--- src/rtl/ntt_pkg.sv ---
// ntt_pkg -- shared constants and types for the NTT butterfly sequencer.
//   NTT_Q / NTT_DATA_WIDTH : Kyber-style modulus and coefficient width
//   BARRETT_SHIFT / _MUL   : Barrett reduction constants, floor(2^24 / 3329) = 5039
//   state_t                : sequencer state encoding
//   stage_t                : one pipeline slot (valid + butterfly addresses)
package ntt_pkg;

  localparam int NTT_DATA_WIDTH = 12;
  localparam int NTT_Q          = 3329;
  localparam int BARRETT_SHIFT  = 24;
  localparam int BARRETT_MUL    = 5039;

  localparam int ADDR_W  = 8;   // coefficient RAM address width (256 entries)
  localparam int ZADDR_W = 6;   // zeta ROM address width (64 entries)
  localparam int CNT_W   = 7;   // butterfly index 0..127

  typedef enum logic [1:0] {
    ST_IDLE  = 2'd0,
    ST_RUN   = 2'd1,
    ST_DRAIN = 2'd2,
    ST_DONE  = 2'd3
  } state_t;

  typedef struct packed {
    logic              valid;
    logic [ADDR_W-1:0] addr_a;
    logic [ADDR_W-1:0] addr_b;
  } stage_t;

endpackage

--- src/rtl/ntt_bfly_seq_mod_mul_q.sv ---
// mod_mul_q -- r = x*y mod Q, two register stages.
//   Stage 1 registers the full 2*DATA_WIDTH product.
//   Stage 2 registers the Barrett remainder, which lies in [0, 2Q).
//   A single conditional subtraction of Q after stage 2 gives the exact
//   result, valid combinationally two cycles after x/y are presented.
// Ports:
//   clk, rst : rising-edge clock, asynchronous active-high reset
//   x, y     : operands in [0, Q-1]
//   r        : x*y mod Q, two cycles after x/y
module mod_mul_q
  import ntt_pkg::*;
#(
  parameter int DATA_WIDTH = NTT_DATA_WIDTH,
  parameter int Q          = NTT_Q
) (
  input  logic                  clk,
  input  logic                  rst,
  input  logic [DATA_WIDTH-1:0] x,
  input  logic [DATA_WIDTH-1:0] y,
  output logic [DATA_WIDTH-1:0] r
);

  localparam int PW = 2 * DATA_WIDTH;
  localparam int MW = $clog2(BARRETT_MUL + 1);
  localparam int EW = PW + MW;

  localparam logic [EW-1:0]         MUL_E = EW'(BARRETT_MUL);
  localparam logic [PW-1:0]         Q_P   = PW'(Q);
  localparam logic [DATA_WIDTH:0]   Q_R   = (DATA_WIDTH + 1)'(Q);

  logic [PW-1:0]         prod_q;
  logic [PW-1:0]         qhat;
  logic [DATA_WIDTH:0]   rem_d;
  logic [DATA_WIDTH:0]   rem_q;

  // qhat under-estimates floor(p/Q) by at most one because p < 2^24,
  // so the remainder is below 2Q and fits in DATA_WIDTH+1 bits.
  always_comb begin
    qhat  = PW'((EW'(prod_q) * MUL_E) >> BARRETT_SHIFT);
    rem_d = (DATA_WIDTH + 1)'(prod_q - qhat * Q_P);
  end

  // NOTE: sequential state uses non-blocking assignments so every register
  // samples its pre-edge inputs regardless of statement order.
  // NOTE: the datapath registers are reset as well so all outputs are a
  // clean zero while rst is held; they are few, so the cost is negligible.
  always_ff @(posedge clk or posedge rst) begin
    if (rst) begin
      prod_q <= '0;
      rem_q  <= '0;
    end else begin
      prod_q <= PW'(x) * PW'(y);
      rem_q  <= rem_d;
    end
  end

  assign r = (rem_q >= Q_R) ? DATA_WIDTH'(rem_q - Q_R) : DATA_WIDTH'(rem_q);

endmodule

--- src/rtl/ntt_bfly_seq.sv ---
// ntt_bfly_seq -- sequences one NTT layer pass of 128 in-place butterflies
// over a 256-entry coefficient RAM with a synchronous zeta ROM.
//   Butterfly i: g = i>>1, j = i&1, a at 4g+j, b at 4g+j+2, zeta at g.
//   Forward (Cooley-Tukey): t = zeta*b; a' = a+t; b' = a-t   (all mod Q)
// Optional feature macro NTT_BFLY_INVERSE_EN adds inv_mode, which selects
// the Gentleman-Sande butterfly: a' = a+b; b' = zeta*(b-a)   (all mod Q).
// Pipeline (issue at cycle N): N+1 read data, N+2 product, N+3 remainder
// and add/sub, N+4 registered write.
// Ports:
//   clk, rst              : rising-edge clock, asynchronous active-high reset
//   start                 : one-cycle pulse, accepted only in IDLE
//   inv_mode              : (NTT_BFLY_INVERSE_EN only) sampled at start
//   busy, done            : pass in progress / one-cycle completion pulse
//   zeta_addr, zeta_data  : zeta ROM port, 1-cycle read latency
//   rd_en, rd_addr_a/b    : coefficient RAM read port
//   rd_data_a/b           : read data, valid one cycle after rd_en
//   wr_en, wr_addr_a/b    : coefficient RAM write port
//   wr_data_a/b           : butterfly results
module ntt_bfly_seq
  import ntt_pkg::*;
#(
  parameter int DATA_WIDTH = NTT_DATA_WIDTH,
  parameter int Q          = NTT_Q
) (
  input  logic                  clk,
  input  logic                  rst,
  input  logic                  start,
`ifdef NTT_BFLY_INVERSE_EN
  input  logic                  inv_mode,
`endif
  output logic                  busy,
  output logic                  done,
  output logic [ZADDR_W-1:0]    zeta_addr,
  input  logic [DATA_WIDTH-1:0] zeta_data,
  output logic                  rd_en,
  output logic [ADDR_W-1:0]     rd_addr_a,
  output logic [ADDR_W-1:0]     rd_addr_b,
  input  logic [DATA_WIDTH-1:0] rd_data_a,
  input  logic [DATA_WIDTH-1:0] rd_data_b,
  output logic                  wr_en,
  output logic [ADDR_W-1:0]     wr_addr_a,
  output logic [ADDR_W-1:0]     wr_addr_b,
  output logic [DATA_WIDTH-1:0] wr_data_a,
  output logic [DATA_WIDTH-1:0] wr_data_b
);

  localparam logic [DATA_WIDTH:0] Q_R      = (DATA_WIDTH + 1)'(Q);
  localparam logic [CNT_W-1:0]    LAST_IDX = '1;

  function automatic logic [DATA_WIDTH-1:0] add_mod(input logic [DATA_WIDTH-1:0] a,
                                                    input logic [DATA_WIDTH-1:0] b);
    logic [DATA_WIDTH:0] s;
    s = {1'b0, a} + {1'b0, b};
    return (s >= Q_R) ? DATA_WIDTH'(s - Q_R) : DATA_WIDTH'(s);
  endfunction

  function automatic logic [DATA_WIDTH-1:0] sub_mod(input logic [DATA_WIDTH-1:0] a,
                                                    input logic [DATA_WIDTH-1:0] b);
    return (a >= b) ? (a - b) : DATA_WIDTH'({1'b0, a} + Q_R - {1'b0, b});
  endfunction

  state_t                state_q, state_d;
  logic [CNT_W-1:0]      cnt_q;
  stage_t                issue, s1_q, s2_q, s3_q;
  logic [DATA_WIDTH-1:0] a_path, mul_y, t;
  logic [DATA_WIDTH-1:0] a2_q, a3_q;
  logic [DATA_WIDTH-1:0] res_a, res_b;
  logic                  last_retire;

  // The final write is retiring when nothing remains behind it in the pipe.
  assign last_retire = wr_en && !s1_q.valid && !s2_q.valid && !s3_q.valid;

  // NOTE: every signal written here gets a default first, so no path can
  // leave one unassigned and infer a latch.
  always_comb begin
    state_d = state_q;
    unique case (state_q)
      ST_IDLE:  if (start)             state_d = ST_RUN;
      ST_RUN:   if (cnt_q == LAST_IDX) state_d = ST_DRAIN;
      ST_DRAIN: if (last_retire)       state_d = ST_DONE;
      ST_DONE:                         state_d = ST_IDLE;
      default:                         state_d = ST_IDLE;
    endcase
  end

  always_ff @(posedge clk or posedge rst) begin
    if (rst) begin
      state_q <= ST_IDLE;
      cnt_q   <= '0;
    end else begin
      state_q <= state_d;
      cnt_q   <= (state_q == ST_RUN) ? cnt_q + 1'b1 : '0;
    end
  end

  assign busy = (state_q == ST_RUN) || (state_q == ST_DRAIN);
  assign done = (state_q == ST_DONE);

  // Addresses are forced to zero outside RUN so the read port is quiet.
  // a and b differ only in bit 1, and each address is read once and
  // written four cycles later, so in-place updates never race a read.
  always_comb begin
    issue = '0;
    if (state_q == ST_RUN) begin
      issue.valid  = 1'b1;
      issue.addr_a = {cnt_q[CNT_W-1:1], 1'b0, cnt_q[0]};
      issue.addr_b = {cnt_q[CNT_W-1:1], 1'b1, cnt_q[0]};
    end
  end

  assign rd_en     = issue.valid;
  assign rd_addr_a = issue.addr_a;
  assign rd_addr_b = issue.addr_b;
  assign zeta_addr = (state_q == ST_RUN) ? cnt_q[CNT_W-1:1] : '0;

`ifdef NTT_BFLY_INVERSE_EN
  logic inv_q;

  always_ff @(posedge clk or posedge rst) begin
    if (rst)                                inv_q <= 1'b0;
    else if (state_q == ST_IDLE && start)   inv_q <= inv_mode;
  end

  always_comb begin
    mul_y  = inv_q ? sub_mod(rd_data_b, rd_data_a) : rd_data_b;
    a_path = inv_q ? add_mod(rd_data_a, rd_data_b) : rd_data_a;
    res_a  = inv_q ? a3_q : add_mod(a3_q, t);
    res_b  = inv_q ? t    : sub_mod(a3_q, t);
  end
`else
  always_comb begin
    mul_y  = rd_data_b;
    a_path = rd_data_a;
    res_a  = add_mod(a3_q, t);
    res_b  = sub_mod(a3_q, t);
  end
`endif

  mod_mul_q #(
    .DATA_WIDTH (DATA_WIDTH),
    .Q          (Q)
  ) u_mod_mul (
    .clk (clk),
    .rst (rst),
    .x   (zeta_data),
    .y   (mul_y),
    .r   (t)
  );

  // The a-operand (or a+b in inverse mode) travels alongside the
  // multiplier's two stages so both meet at N+3.
  always_ff @(posedge clk or posedge rst) begin
    if (rst) begin
      s1_q      <= '0;
      s2_q      <= '0;
      s3_q      <= '0;
      a2_q      <= '0;
      a3_q      <= '0;
      wr_en     <= 1'b0;
      wr_addr_a <= '0;
      wr_addr_b <= '0;
      wr_data_a <= '0;
      wr_data_b <= '0;
    end else begin
      s1_q      <= issue;
      s2_q      <= s1_q;
      s3_q      <= s2_q;
      a2_q      <= a_path;
      a3_q      <= a2_q;
      wr_en     <= s3_q.valid;
      wr_addr_a <= s3_q.addr_a;
      wr_addr_b <= s3_q.addr_b;
      wr_data_a <= res_a;
      wr_data_b <= res_b;
    end
  end

endmodule

--- config.mk ---
export PLATFORM = sky130hd
export DESIGN_NAME = ntt_bfly_seq
export DESIGN_NICKNAME = d
export VERILOG_FILES = /design/src/rtl/ntt_pkg.sv /design/src/rtl/ntt_bfly_seq_mod_mul_q.sv /design/src/rtl/ntt_bfly_seq.sv
export SDC_FILE = /design/constraint.sdc
export NUM_CORES = 1
export LEC_CHECK = 0
export BUFFER_PORTS_ARGS = -buffer_cell sky130_fd_sc_hd__buf_2
export CAP_MARGIN = 20
export CORE_MARGIN = 2
export CORE_UTILIZATION = 53
export CTS_BUF_LIST = sky130_fd_sc_hd__clkbuf_8 sky130_fd_sc_hd__clkbuf_16
export DETAILED_ROUTE_END_ITERATION = 10
export PLACE_DENSITY = 0.72
export SETUP_SLACK_MARGIN = 0.02
export SYNTH_ARGS = -nofsm -noshare
export SYNTH_HDL_FRONTEND = slang
export SYNTH_SLANG_ARGS = --single-unit
--- constraint.sdc ---
create_clock -name clk -period 9.5 [get_ports clk]
set_input_delay 0.95 -clock clk [delete_from_list [all_inputs] [get_ports clk]]
set_output_delay 0.95 -clock clk [all_outputs]
set_load 0.01 [all_outputs]
==> impl_metrics.ini <==
[clock_tree]
clk_latency_ns = 0.43
root_buffer = clkbuf_16
ctsResizeCount = 0
htree_levels = 4
holdBufCountCts = 0
clock-sinks = 126
cts_setup_buffers = 0
clkSlewWorstSetupHoldPaths_ns = 0.06
max-clock-path-buffers = 2
cts_tree = yes
cts_buffers = 17

[worst_setup_path]
slowest_delay_ns = 0.70
critPathKind = flop to flop
crit_top_cell = fa_1
cp-startpoint = u_mod_mul.prod_q[11]
endpoint_kind = flop
worstPathMaxFanout = 7
rr_startpoint = u_mod_mul.prod_q[11]
cp_top_family = adder cells
cp_slowest_cell = dfrtp_1
start_kind = flop
cp.required_ns = 9.86
crit_arrival_ns = 9.14
crit_buf_inv = 3

[timing]
hold_slack_ns = 0.341
slew_headroom_pct = 36.7
finClkSkew_ns = 0.0125
max_freq_mhz = 114
fin_crit_sh_pct = 92.4
setup_viol = 0
period_needed_ns = 8.78
maxSlewViolCount = 0
tightest_slew_ns = 0.950
finalSetupTns_ns = 0
rsz0062_at_grt = false
hold_viol = 0

[floorplanning]
coreArea_um2 = 30700
fp.dieH_um = 181
die_x_um = 181
initial_utilization_pct = 54.1
io_pins = 105
die-area_um2 = 32800
row_count = 64

[drt]
post-route-drc-count = 0
routed_via_density = 5.11
dr_total_vias = 10900
ant_nets = 0
dr.pass1.iters = 5
wl_per_cell_um = 15.1
dr.first_iter.drc_count = 460
routed_wl_um = 32100

[synth]
synthTopCellsByArea = fa_1, ha_1, dfrtp_1, inv_1, xnor2_1
synth_flop_cell = dfrtp_1
ys_ff_latch = 126
yosys_warnings = 0
ys_seq_area_share_pct = 19.0
synth.most_common_cell = inv_1
yosys.area.top_type = fa_1
synth_commonest_cells = inv_1, ha_1, fa_1
synth_area_um2 = 16600
yosysTopAreaCellShare_pct = 29.1
synth_edf_count = 0
netlist_instances = 1649
syn_area_per_cell_um2 = 10.1
yosys.cell_types.count = 63
synthArstFlopShare_pct = 100

[grt]
grt_overflow_total = 0
antenna_found_initial = 0
grt_pass1_vias = 11800
grt_first_pass_wirelength_um = 55600
grt_max_degree = 79
grt_util_all_layers_pct = 20.9

[place]
place_inst = 2096
place_congestion = 0.882
port_buffers = 102
post-dp-hpwl_um = 27400

[layout]
final-instance-count-excl-fill = 2128
antenna_cells = 0
fin_nets = 2267
final_layout_size_suffix_gt1_share_pct = 8.66
synthToLayoutAreaGrowth_pct = 8.14

[status]
status = complete, no violations

[flow_run]
maxCapViolations = 0

[min_path]
hp-class = flop to flop
min-delay-start = s2_q[6]
flip-flops by register name, summed over array words and instances (netlist names):
name,cells
s1_q,8
a2_q,12
s2_q,8
wr_data_b,12
wr_data_a,12
cnt_q,7
state_q,2
a3_q,12
u_mod_mul.rem_q,13
wr_addr_b,7
u_mod_mul.prod_q,24
wr_addr_a,1
s3_q,8
stage by stage:
stage	util [%]	setup WS, ns	area, um2
3_3_place_gp	56.4	0.844	17400
5_1_grt	58.5	0.0882	18000
6_report	58.5	0.718	18000
3_5_place_dp	56.4	0.669	17400
4_1_cts	58.5	0.639	18000
2_1_floorplan	-	1.42	16600
cell families after synthesis:
kind of cell               count (synthesis)  synth area share [%]
muxes                                      6                 0.391
and+or+nand+nor                          331                  9.58
adders and majority gates                509                  49.2
buffers and inverters                    400                  9.58
AOI/OAI and AO/OA                        173                  6.70
DFF                                      126                  19.0
other                                      1                0.0226
xor gates and xnor gates                 103                  5.51
worst reg2reg max path, delay by kind of cell, from the launching register on:
kind	cells	cell delay, ns
flip-flops	1	0.70
XOR/XNOR	4	0.92
AO/OA/AOI/OAI	8	1.74
adder cells (fa/ha/maj)	11	4.55
buffers and inverters	3	0.13
AND/OR/NAND/NOR	6	0.67
layer usage:
metal	GRT usage, %	routed length [um]	vias to the layer above
met4	5.17	436	0
li1	-	-	5278
met5	0	0	-
met1	26.3	14200	5408
met2	38.1	16900	145
met3	2.60	687	34
final cells by class:
class	count	area [um2]
clock buffer	18	439
clock inverter	14	181
fill	2623	12800
inverter	346	1300
multi-input combinational	1124	11900
sequential	126	3150
tap	396	495
timing repair buffer	104	526
worst paths after layout:
path | endpoint | slack (ns) | depth (start not counted)
max | u_mod_mul.rem_q[12] | 0.72 | 32
min | s3_q[6] | 0.34 | 0
max reg2reg | u_mod_mul.rem_q[12] | 0.72 | 32
min reg2reg | s3_q[6] | 0.34 | 0
max in group asynchronous | a2_q[8] | 7.53 | 3
min in group asynchronous | s1_q[0] | 0.58 | 2
cells in the final DEF, fill, tap and decap left out, types with 32 or more instances in the layout:
cell type    n
ha_1       267
nand2_1    140
dfrtp_1    126
o21ai_0     41
and2_1      68
nor2_1      41
inv_1      344
xnor2_1     70
a21oi_1     47
buf_2      102
fa_1       242
xor2_1      32
Power is left out: the tool's default activity adds up to more than one toggle a clock period on the data nets, which glitch-free logic cannot reach.
